**src/rtl/conv_sched_pkg.sv**
```systemverilog
// conv_sched_pkg: shared state encoding, geometry helper and width constants for the convolution scheduler
package conv_sched_pkg;
  typedef enum logic [2:0] {IDLE, SCAN, ISSUE, WAIT, DONE} state_e;
  localparam int RCW = 16;
  function automatic int out_size(input int n, input int f, input int p, input int s);
    return (n - f + 2 * p) / s + 1;
  endfunction
  function automatic int wid(input int v);
    return v > 1 ? $clog2(v) : 1;
  endfunction
endpackage

```
**src/rtl/mult_pick_lsb.sv**
```systemverilog
// mult_pick_lsb: lowest-set-bit priority encoder for the free-unit snapshot
//   vec : candidate unit mask
//   idx : index of the lowest set bit (0 when vec is empty)
//   any : vec has at least one bit set
module mult_pick_lsb #(
  parameter int W  = 64,
  parameter int IW = 6
) (
  input  logic [W-1:0]  vec,
  output logic [IW-1:0] idx,
  output logic          any
);
  always_comb begin
    idx = '0;
    for (int i = W - 1; i >= 0; i--) if (vec[i]) idx = IW'(i);
  end
  assign any = |vec;
endmodule

```
**src/rtl/conv_mult_sched.sv**
```systemverilog
// conv_mult_sched: enumerates convolution output points and issues them as jobs to free MAC units
//   clk, rstn              : clock, asynchronous active-low reset
//   en, start              : level enable (low aborts), layer start pulse
//   mult_Loc_in            : pool occupancy (1 = occupied)
//   mult_done_in           : per-unit completion pulses
//   job_valid/job_ready    : descriptor handshake
//   job_mult..job_k_cnt    : registered job descriptor fields
//   busy, partial, round_cnt, done : layer status
module conv_mult_sched
  import conv_sched_pkg::*;
#(
  parameter int N     = 32,
  parameter int F     = 3,
  parameter int K     = 3,
  parameter int NF    = 3,
  parameter int P     = 1,
  parameter int S     = 1,
  parameter int NMULT = 64,
  localparam int OUT  = out_size(N, F, P, S),
  localparam int JOBS = OUT * OUT * NF,
  localparam int IW   = wid(NMULT),
  localparam int FW   = wid(NF),
  localparam int OW   = wid(OUT),
  localparam int CW   = $clog2(N + 2 * P) + 1,
  localparam int KW   = wid(K + 1)
) (
  input  logic                 clk,
  input  logic                 rstn,
  input  logic                 en,
  input  logic                 start,
  input  logic [NMULT-1:0]     mult_Loc_in,
  input  logic [NMULT-1:0]     mult_done_in,
  output logic                 job_valid,
  input  logic                 job_ready,
  output logic [IW-1:0]        job_mult,
  output logic [FW-1:0]        job_filt,
  output logic [OW-1:0]        job_oy,
  output logic [OW-1:0]        job_ox,
  output logic signed [CW-1:0] job_iy,
  output logic signed [CW-1:0] job_ix,
  output logic [KW-1:0]        job_k_cnt,
  output logic                 job_last,
  output logic                 busy,
  output logic                 partial,
  output logic [RCW-1:0]       round_cnt,
  output logic                 done
);
  localparam int JW = $clog2(JOBS + 1);
  state_e cs_q, cs_d;
  logic [NMULT-1:0] snap_q, snap_d, outst_q, outst_d, mask, snap_clr, pick_in;
  logic [IW-1:0] mult_q, mult_d, pick_idx;
  logic [FW-1:0] filt_q, filt_d;
  logic [OW-1:0] oy_q, oy_d, ox_q, ox_d;
  logic signed [CW-1:0] iy_q, iy_d, ix_q, ix_d;
  logic [KW-1:0] kc_q, kc_d;
  logic [JW-1:0] issued_q, issued_d;
  logic [RCW-1:0] round_q, round_d;
  logic valid_q, valid_d, last_q, last_d, busy_q, busy_d, partial_q, partial_d, done_q, done_d;
  logic pick_any, acc, ox_w, oy_w, is_last;

  function automatic int popcount(input logic [NMULT-1:0] v);
    popcount = 0;
    for (int i = 0; i < NMULT; i++) popcount += int'(v[i]);
  endfunction

  assign mask     = NMULT'(1) << mult_q;
  assign acc      = cs_q == ISSUE && valid_q && job_ready;
  assign snap_clr = snap_q & ~mask;
  assign pick_in  = cs_q == SCAN ? ~mult_Loc_in : snap_clr;
  assign is_last  = issued_q == JW'(JOBS - 1);
  assign ox_w     = ox_q == OW'(OUT - 1);
  assign oy_w     = oy_q == OW'(OUT - 1);

  mult_pick_lsb #(.W(NMULT), .IW(IW)) u_pick (.vec(pick_in), .idx(pick_idx), .any(pick_any));

  always_comb begin
    cs_d      = cs_q;
    snap_d    = snap_q;
    outst_d   = outst_q & ~mult_done_in;
    mult_d    = mult_q;
    filt_d    = filt_q;
    oy_d      = oy_q;
    ox_d      = ox_q;
    issued_d  = issued_q;
    round_d   = round_q;
    partial_d = partial_q;
    valid_d   = valid_q;
    done_d    = 1'b0;
    case (cs_q)
      IDLE: if (start) begin
        cs_d      = SCAN;
        outst_d   = '0;
        filt_d    = '0;
        oy_d      = '0;
        ox_d      = '0;
        issued_d  = '0;
        round_d   = '0;
        partial_d = 1'b0;
      end
      SCAN: if (pick_any) begin
        cs_d      = ISSUE;
        snap_d    = ~mult_Loc_in;
        partial_d = popcount(~mult_Loc_in) < JOBS - int'(issued_q);
        round_d   = round_q + RCW'(1);
        valid_d   = 1'b1;
        mult_d    = pick_idx;
      end
      ISSUE: if (acc) begin
        snap_d   = snap_clr;
        outst_d  = outst_d | mask;
        ox_d     = ox_w ? '0 : ox_q + OW'(1);
        oy_d     = ox_w ? (oy_w ? '0 : oy_q + OW'(1)) : oy_q;
        filt_d   = ox_w && oy_w ? (filt_q == FW'(NF - 1) ? '0 : filt_q + FW'(1)) : filt_q;
        issued_d = issued_q + JW'(1);
        valid_d  = pick_any && !is_last;
        mult_d   = pick_idx;
        cs_d     = pick_any && !is_last ? ISSUE : WAIT;
      end
      WAIT: if (outst_d == '0) cs_d = issued_q == JW'(JOBS) ? DONE : SCAN;
      DONE: begin
        cs_d   = IDLE;
        done_d = 1'b1;
      end
      default: cs_d = IDLE;
    endcase
    if (!en) begin
      cs_d    = IDLE;
      valid_d = 1'b0;
      snap_d  = '0;
      outst_d = '0;
      done_d  = 1'b0;
    end
    // descriptor fields are reloaded only alongside a valid descriptor so they hold otherwise
    iy_d   = valid_d ? CW'(int'(oy_d) * S - P) : iy_q;
    ix_d   = valid_d ? CW'(int'(ox_d) * S - P) : ix_q;
    kc_d   = valid_d ? KW'(K) : kc_q;
    last_d = valid_d && issued_d == JW'(JOBS - 1);
    busy_d = cs_d == SCAN || cs_d == ISSUE || cs_d == WAIT;
  end

  always_ff @(posedge clk or negedge rstn)
    if (!rstn) begin
      cs_q      <= IDLE;
      snap_q    <= '0;
      outst_q   <= '0;
      mult_q    <= '0;
      filt_q    <= '0;
      oy_q      <= '0;
      ox_q      <= '0;
      iy_q      <= '0;
      ix_q      <= '0;
      kc_q      <= '0;
      issued_q  <= '0;
      round_q   <= '0;
      partial_q <= 1'b0;
      valid_q   <= 1'b0;
      last_q    <= 1'b0;
      busy_q    <= 1'b0;
      done_q    <= 1'b0;
    end else begin
      cs_q      <= cs_d;
      snap_q    <= snap_d;
      outst_q   <= outst_d;
      mult_q    <= mult_d;
      filt_q    <= filt_d;
      oy_q      <= oy_d;
      ox_q      <= ox_d;
      iy_q      <= iy_d;
      ix_q      <= ix_d;
      kc_q      <= kc_d;
      issued_q  <= issued_d;
      round_q   <= round_d;
      partial_q <= partial_d;
      valid_q   <= valid_d;
      last_q    <= last_d;
      busy_q    <= busy_d;
      done_q    <= done_d;
    end

  assign job_valid = valid_q;
  assign job_mult  = mult_q;
  assign job_filt  = filt_q;
  assign job_oy    = oy_q;
  assign job_ox    = ox_q;
  assign job_iy    = iy_q;
  assign job_ix    = ix_q;
  assign job_k_cnt = kc_q;
  assign job_last  = last_q;
  assign busy      = busy_q;
  assign partial   = partial_q;
  assign round_cnt = round_q;
  assign done      = done_q;
endmodule

```
**config.mk**
```make
export PLATFORM = sky130hd
export DESIGN_NAME = conv_mult_sched
export DESIGN_NICKNAME = d
export VERILOG_FILES = /design/src/rtl/conv_sched_pkg.sv /design/src/rtl/mult_pick_lsb.sv /design/src/rtl/conv_mult_sched.sv
export SDC_FILE = /design/constraint.sdc
export NUM_CORES = 1
export LEC_CHECK = 0
export BUFFER_PORTS_ARGS = -buffer_cell sky130_fd_sc_hd__buf_2
export CORE_UTILIZATION = 40
export CTS_CLUSTER_DIAMETER = 60
export DETAILED_ROUTE_END_ITERATION = 10
export SLEW_MARGIN = 25
export SYNTH_ARGS = -nofsm -noshare
export SYNTH_HDL_FRONTEND = slang
export SYNTH_HIERARCHICAL = 1
export SYNTH_SLANG_ARGS = --single-unit
```
**constraint.sdc**
```tcl
create_clock -name clk -period 4.3 [get_ports clk]
set_input_delay 0.645 -clock clk [delete_from_list [all_inputs] [get_ports clk]]
set_output_delay 0.645 -clock clk [all_outputs]
set_load 0.01 [all_outputs]
```
==> results of run 1 <==
==> path summary, 6_finish.rpt <==
| path | end | slack (ps) |
|---|---|---|
| max | partial | -2110 |
| min | issued_q[7] | 240 |
| max reg2reg | job_last | 230 |
| min reg2reg | round_cnt[15] | 490 |
| max in group asynchronous | snap_q[45] | 3020 |
| min in group clk | round_cnt[15] | 490 |
==> cells in the mapped netlist (all sizes together), types with 47 or more instances <==
master / count
a21oi: 47
fa: 54
dfrtp: 195
nand2: 149
nor2: 131
o22ai: 129
nand2b: 75
o21ai: 98
nor2b: 67
and2: 78
clkbuf: 79
inv: 117
==> cells by family (layout without fill, tap and decap cells) <==
family                   count (synthesis)  count (layout)
AO/OA/AOI/OAI                          384             384
adder cells (fa/ha/maj)                 84              84
flip-flops                             195             195
multiplexers                            17              17
AND/OR/NAND/NOR                        653             653
buffers and inverters                  207             450
XOR/XNOR                                17              17
==> registers in the layout, indices dropped and copies added, names as in the netlist, 3 cells and up <==
name / count
outst_q: 64
snap_q: 64
job_mult: 6
job_ix: 6
round_cnt: 16
job_iy: 6
job_oy: 5
issued_q: 12
cs_q: 3
job_ox: 5
==> stage by stage <==
stage | cells | total power [mW] | hold WS [ps]
3_3_place_gp | 2208 | 10.71 | 459.4
2_1_floorplan | 1557 | 8.424 | 349.4
5_1_grt | 2242 | 14.68 | 322.0
6_report | 2242 | 13.35 | 238.2
3_5_place_dp | 2208 | 11.05 | 472.6
4_1_cts | 2240 | 12.84 | 360.9
==> metal layers <==
layer	share of wire, %	track usage [%]
met5	0	0
met3	7.9	4.542
met4	3.3	10.25
met1	44	36.87
met2	44	40.98
==> cells in the final DEF, fill, tap and decap left out, types with 26 or more instances in the layout <==
master	instances
nor4_1	26
inv_1	114
nand3_1	26
buf_4	109
dfrtp_1	194
fa_1	51
ha_1	28
a22oi_1	33
o21ai_0	96
nand2b_1	75
nand2_1	148
nand4_1	29
buf_2	186
o22ai_1	129
nor2b_1	65
a21oi_1	45
and2_1	76
nor2_1	127
==> critical path: stages <==
cell and delay (ps):
buf_2 90, inv_1 60, fa_1 590, inv_1 90
fa_1 360, inv_1 70, fa_1 430, fa_1 500
fa_1 520, fa_1 520, fa_1 560, inv_1 60
fa_1 560, inv_1 60, ha_1 280, a21o_1 190
a21oi_2 150, o21bai_1 80, a21oi_1 180, xnor2_1 100
ha_1 210, a21o_1 160, a31oi_1 150, o221ai_1 130
nand2_1 70
==> power by group <==
| group | internal (mW) | switching, mW |
|---|---|---|
| sequential | 1.98 | 0.134 |
| clock | 0.898 | 0.811 |
| combinational | 4.63 | 4.91 |
==> cell type report <==
type                       count  area share, %
multi-input combinational   1155          48.17
sequential                   195          30.32
timing repair buffer         301          11.58
tap                          442          3.436
clock buffer                  20          2.775
inverter                     117          2.729
clock inverter                12         0.9795
==> repair_timing <==
action / 4_1_cts / 5_1_grt
resized for setup: 3 / 12
setup endpoints to repair: 1 / 91
pin swaps: 4 / 6
buffers inserted: 0 / 2
==> flow_summary.json, run 1 <==
{
  "status": "finished, violations left",
  "violations": "setup timing",
  "finalCritPeriodShare_pct": 149.1,
  "synth_edf_count": 0,
  "worst_r2r_path_depth": 16,
  "maxCapViolations": 0,
  "netlist_area_um2": 13370,
  "wire_per_inst_um": 20.03,
  "critPathRequiredTime_ps": 4690,
  "clk_pin_slew_ps": 80,
  "cts_root_buffer": "clkbuf_16",
  "die_x_um": 184.8,
  "fin_crit_ps": 6412,
  "die_area_um2": 34160,
  "num_vias": 12770,
  "stdcell_area_um2": 16100,
  "maxSlewHeadroom_pct": 36.66,
  "antenna_cells": 0,
  "multi_input_area_um2": 7754,
  "antenna_found_initial": 0,
  "peakVddDrop_v": 0.001898,
  "yosysSeqAreaShare_pct": 36.50,
  "timing.fmax_mhz": 156.0,
  "ios": 188,
  "via_per_inst": 5.696,
  "synth_top_area_share_pct": 36.50,
  "hold_path_class": "input port to async pin",
  "grt_pass1_wl_mm": 68.41,
  "maxSlewViolCount": 0,
  "synthArstFlopShare_pct": 100.0,
  "rsz0062_at_grt": "true",
  "crit_fanout": 2,
  "drtAntennaViolNets": 0,
  "drtPass1Iterations": 5,
  "dp_hpwl_mm": 32.47,
  "arrival_ps": 6800,
  "synth_nets": 1774,
  "leakagePower_nw": 7.488,
  "syn_inst": 1557,
  "drcViolationCount": 0,
  "grt_util_all_layers_pct": 26.49,
  "rows": 66,
  "ys_types": 79,
  "drive_above_1_share_pct": 20.67,
  "crit_path_start": "mult_Loc_in[23]",
  "place_area_um2": 15420,
  "crit_type": "input port to register",
  "skew_ps": 20.64,
  "synth_ff_type": "dfrtp_1",
  "core_um2": 32700,
  "yosysWarnings": 6,
  "yosys.area_share.simple_pct": 26.13,
  "setup_tns_ps": -2112,
  "synth_top_family_by_area": "simple AND/OR/NAND/NOR gates",
  "synth_area_leaders": "dfrtp_1, fa_1, o22ai_1",
  "drtIter0Drc": 1080,
  "synth-compound-area-share_pct": 17.92,
  "r2r-start": "job_mult[1]",
  "port_buffers": 187,
  "holdBufCountCts": 0,
  "ys_ff_latch": 195,
  "setup_ws_ps": -2112,
  "routed_wl_mm": 44.90,
  "place_ws_ps": -2609,
  "tightest_slew_ps": 950.1,
  "initial_core_util_pct": 40.88,
  "finalHoldViolCount": 0,
  "postSynthAreaPerCell_um2": 8.586,
  "numCtsBuffers": 17,
  "tritoncts": "done",
  "end_kind": "register",
  "fin_util_pct": 49.22,
  "grt_pass1_vias": 12120,
  "die_height_um": 184.8,
  "grt_max_degree": 113,
  "insertion_delay_ps": 460,
  "synth_area_leader_cell": "dfrtp_1",
  "grt-ovfl-total": 0,
  "gp_congestion": 0.9523,
  "cp-start-kind": "input port",
  "cts_sinks": 195,
  "regArea_um2": 4881,
  "synth_xor_area_share_pct": 1.114,
  "cts_max_path_buffers": 2,
  "power_density_nw_per_um2": 829.6,
  "fin_nets": 2004,
  "fillCellCount": 3143,
  "muxShareOfSynthArea_pct": 1.329,
  "cts_htree_levels": 4,
  "syn2layout_area_growth_pct": 20.39,
  "finalSetupViolations": 1,
  "synth_adder_area_share_pct": 10.89
}
Note: power is estimated with default switching activity, not from simulation.
==> inputs of run 2 (changes only) <==
Settings changed: CTS_BUF_LIST from default to sky130_fd_sc_hd__clkbuf_16.
==> flow_summary.json, run 2 (synthesis results as in run 1) <==
{
  "status": "finished, violations left",
  "violations": "setup timing",
  "pwr-share-comb_pct": 71.5,
  "antenna_found_initial": 0,
  "grt_pass1_vias": 12120,
  "core_um2": 32700,
  "hold_path_class": "input port to async pin",
  "fin_nets": 2004,
  "die_area_um2": 34160,
  "timing.fmax_mhz": 156.0,
  "ios": 188,
  "crit_fanout": 2,
  "cp-start-kind": "input port",
  "total_power_mw": 13.32,
  "rows": 66,
  "setup_ws_ps": -2109,
  "arrival_ps": 6800,
  "peakVddDrop_v": 0.001896,
  "final_common_cell": "dfrtp_1",
  "gr-usage-met2_pct": 40.98,
  "p_int_mw": 7.480,
  "dp_hpwl_mm": 32.47,
  "insertion_delay_ps": 460,
  "swShare_pct": 43.85,
  "drcViolationCount": 0,
  "routed_wl_mm": 44.88,
  "initial_core_util_pct": 40.88,
  "cts_htree_levels": 4,
  "grt_max_degree": 113,
  "wire_per_inst_um": 20.02,
  "fin_cells": 2242,
  "antenna_cells": 0,
  "cts_sinks": 195,
  "die_height_um": 184.8,
  "drtAntennaViolNets": 0,
  "p_sw_mw": 5.842,
  "grt_util_all_layers_pct": 26.49,
  "fin_crit_ps": 6409,
  "numCtsBuffers": 17,
  "gr-usage-met1_pct": 36.87,
  "r2r-start": "job_mult[1]",
  "finalSetupViolations": 1,
  "layout_common_cells": "dfrtp_1, buf_2, nand2_1",
  "drtIter0Drc": 1090,
  "num_vias": 12760,
  "port_buffers": 187,
  "power_density_nw_per_um2": 828.2,
  "grt-busiest-layer": "met2",
  "maxSlewViolCount": 0,
  "place_inst": 2208,
  "crit_type": "input port to register",
  "tightest_slew_ps": 949.4,
  "syn2layout_area_growth_pct": 20.32,
  "holdBufCountCts": 0,
  "cts_root_buffer": "clkbuf_16",
  "via_per_inst": 5.692,
  "gp_congestion": 0.9523,
  "crit_path_start": "mult_Loc_in[23]",
  "share_seq_of_total_power_pct": 15.8,
  "die_x_um": 184.8,
  "clk_pin_slew_ps": 80,
  "tritoncts": "done",
  "maxCapViolations": 0,
  "finalHoldViolCount": 0,
  "end_kind": "register",
  "grt_pass1_wl_mm": 68.41,
  "skew_ps": 20.36,
  "maxSlewHeadroom_pct": 36.71,
  "whs_ps": 239.3,
  "grt-ovfl-total": 0,
  "leakagePower_nw": 7.491,
  "drtPass1Iterations": 5,
  "rsz0062_at_grt": "true",
  "grt_util_met3_pct": 4.542,
  "critPathRequiredTime_ps": 4690,
  "finalCritPeriodShare_pct": 149.0,
  "pwr-share-clk_pct": 12.6,
  "drive_above_1_share_pct": 20.61,
  "cts_max_path_buffers": 2
}
-- run 2: cell count changes in the layout (fill, tap and decap cells not counted) --
cell | previous run | this run
clkbuf_1 | 2 | 0
clkbuf_8 | 1 | 0
clkinv_1 | 0 | 1
inv_1 | 114 | 116
-- run 2: timing repair --
| item | CTS | global route |
|---|---|---|
| resized for setup | 3 | 12 |
| pin swaps | 4 | 6 |
| setup buffers | 0 | 2 |
| setup endpoints to repair | 1 | 91 |
-- run 2: worst paths after layout --
kind	endpoint	slack, ps	depth (start not counted)
max reg2reg	job_last	260	16
max	partial	-2110	25
min reg2reg	round_cnt[15]	490	1
min	issued_q[7]	240	1
max in group asynchronous	snap_q[46]	3020	2
min in group clk	round_cnt[15]	490	1
-- run 2: power by group through the flow --
stage	registers (mW)	clock network [mW]	logic, mW
after floorplan	2.16	0	6.27
after global placement	2.13	0	8.57
after detailed placement	2.14	0	8.91
after CTS	2.11	1.72	8.99
after global routing	2.13	1.79	10.7
final	2.11	1.68	9.53
-- run 2: worst max-delay path, cell delays in order --
cell	delay, ps
buf_2	90
inv_1	60
fa_1	590
inv_1	90
fa_1	360
inv_1	70
fa_1	430
fa_1	500
fa_1	520
fa_1	520
fa_1	560
inv_1	60
fa_1	560
inv_1	60
ha_1	280
a21o_1	190
a21oi_2	150
o21bai_1	80
a21oi_1	180
xnor2_1	100
ha_1	210
a21o_1	160
a31oi_1	150
o221ai_1	130
nand2_1	70
-- run 2: per-stage QoR --
stage	worst slack [ps]	setup TNS (ps)	cell area (um2)	util [%]
floorplan	-2175	-2175	13380	-
global placement	-2591	-2591	15420	47.15
detailed placement	-2609	-2609	15420	47.15
CTS	-2126	-2126	16020	48.99
global route	-2390	-2390	16090	49.19
finish	-2109	-2109	16090	49.19
-- run 2: final cells by class --
| type | instances | area [um2] |
|---|---|---|
| inverter | 117 | 439.2 |
| tap | 442 | 553.0 |
| multi-input combinational | 1155 | 7754 |
| clock inverter | 15 | 168.9 |
| timing repair buffer | 301 | 1864 |
| fill | 3144 | 16620 |
| sequential | 195 | 4881 |
| clock buffer | 17 | 425.4 |
-- run 2: layer usage --
layer | vias up | wire length [um]
met3 | 83 | 3248
met2 | 543 | 20080
met5 | - | 0
met1 | 6238 | 20100
met4 | 0 | 1464
li1 | 5897 | -
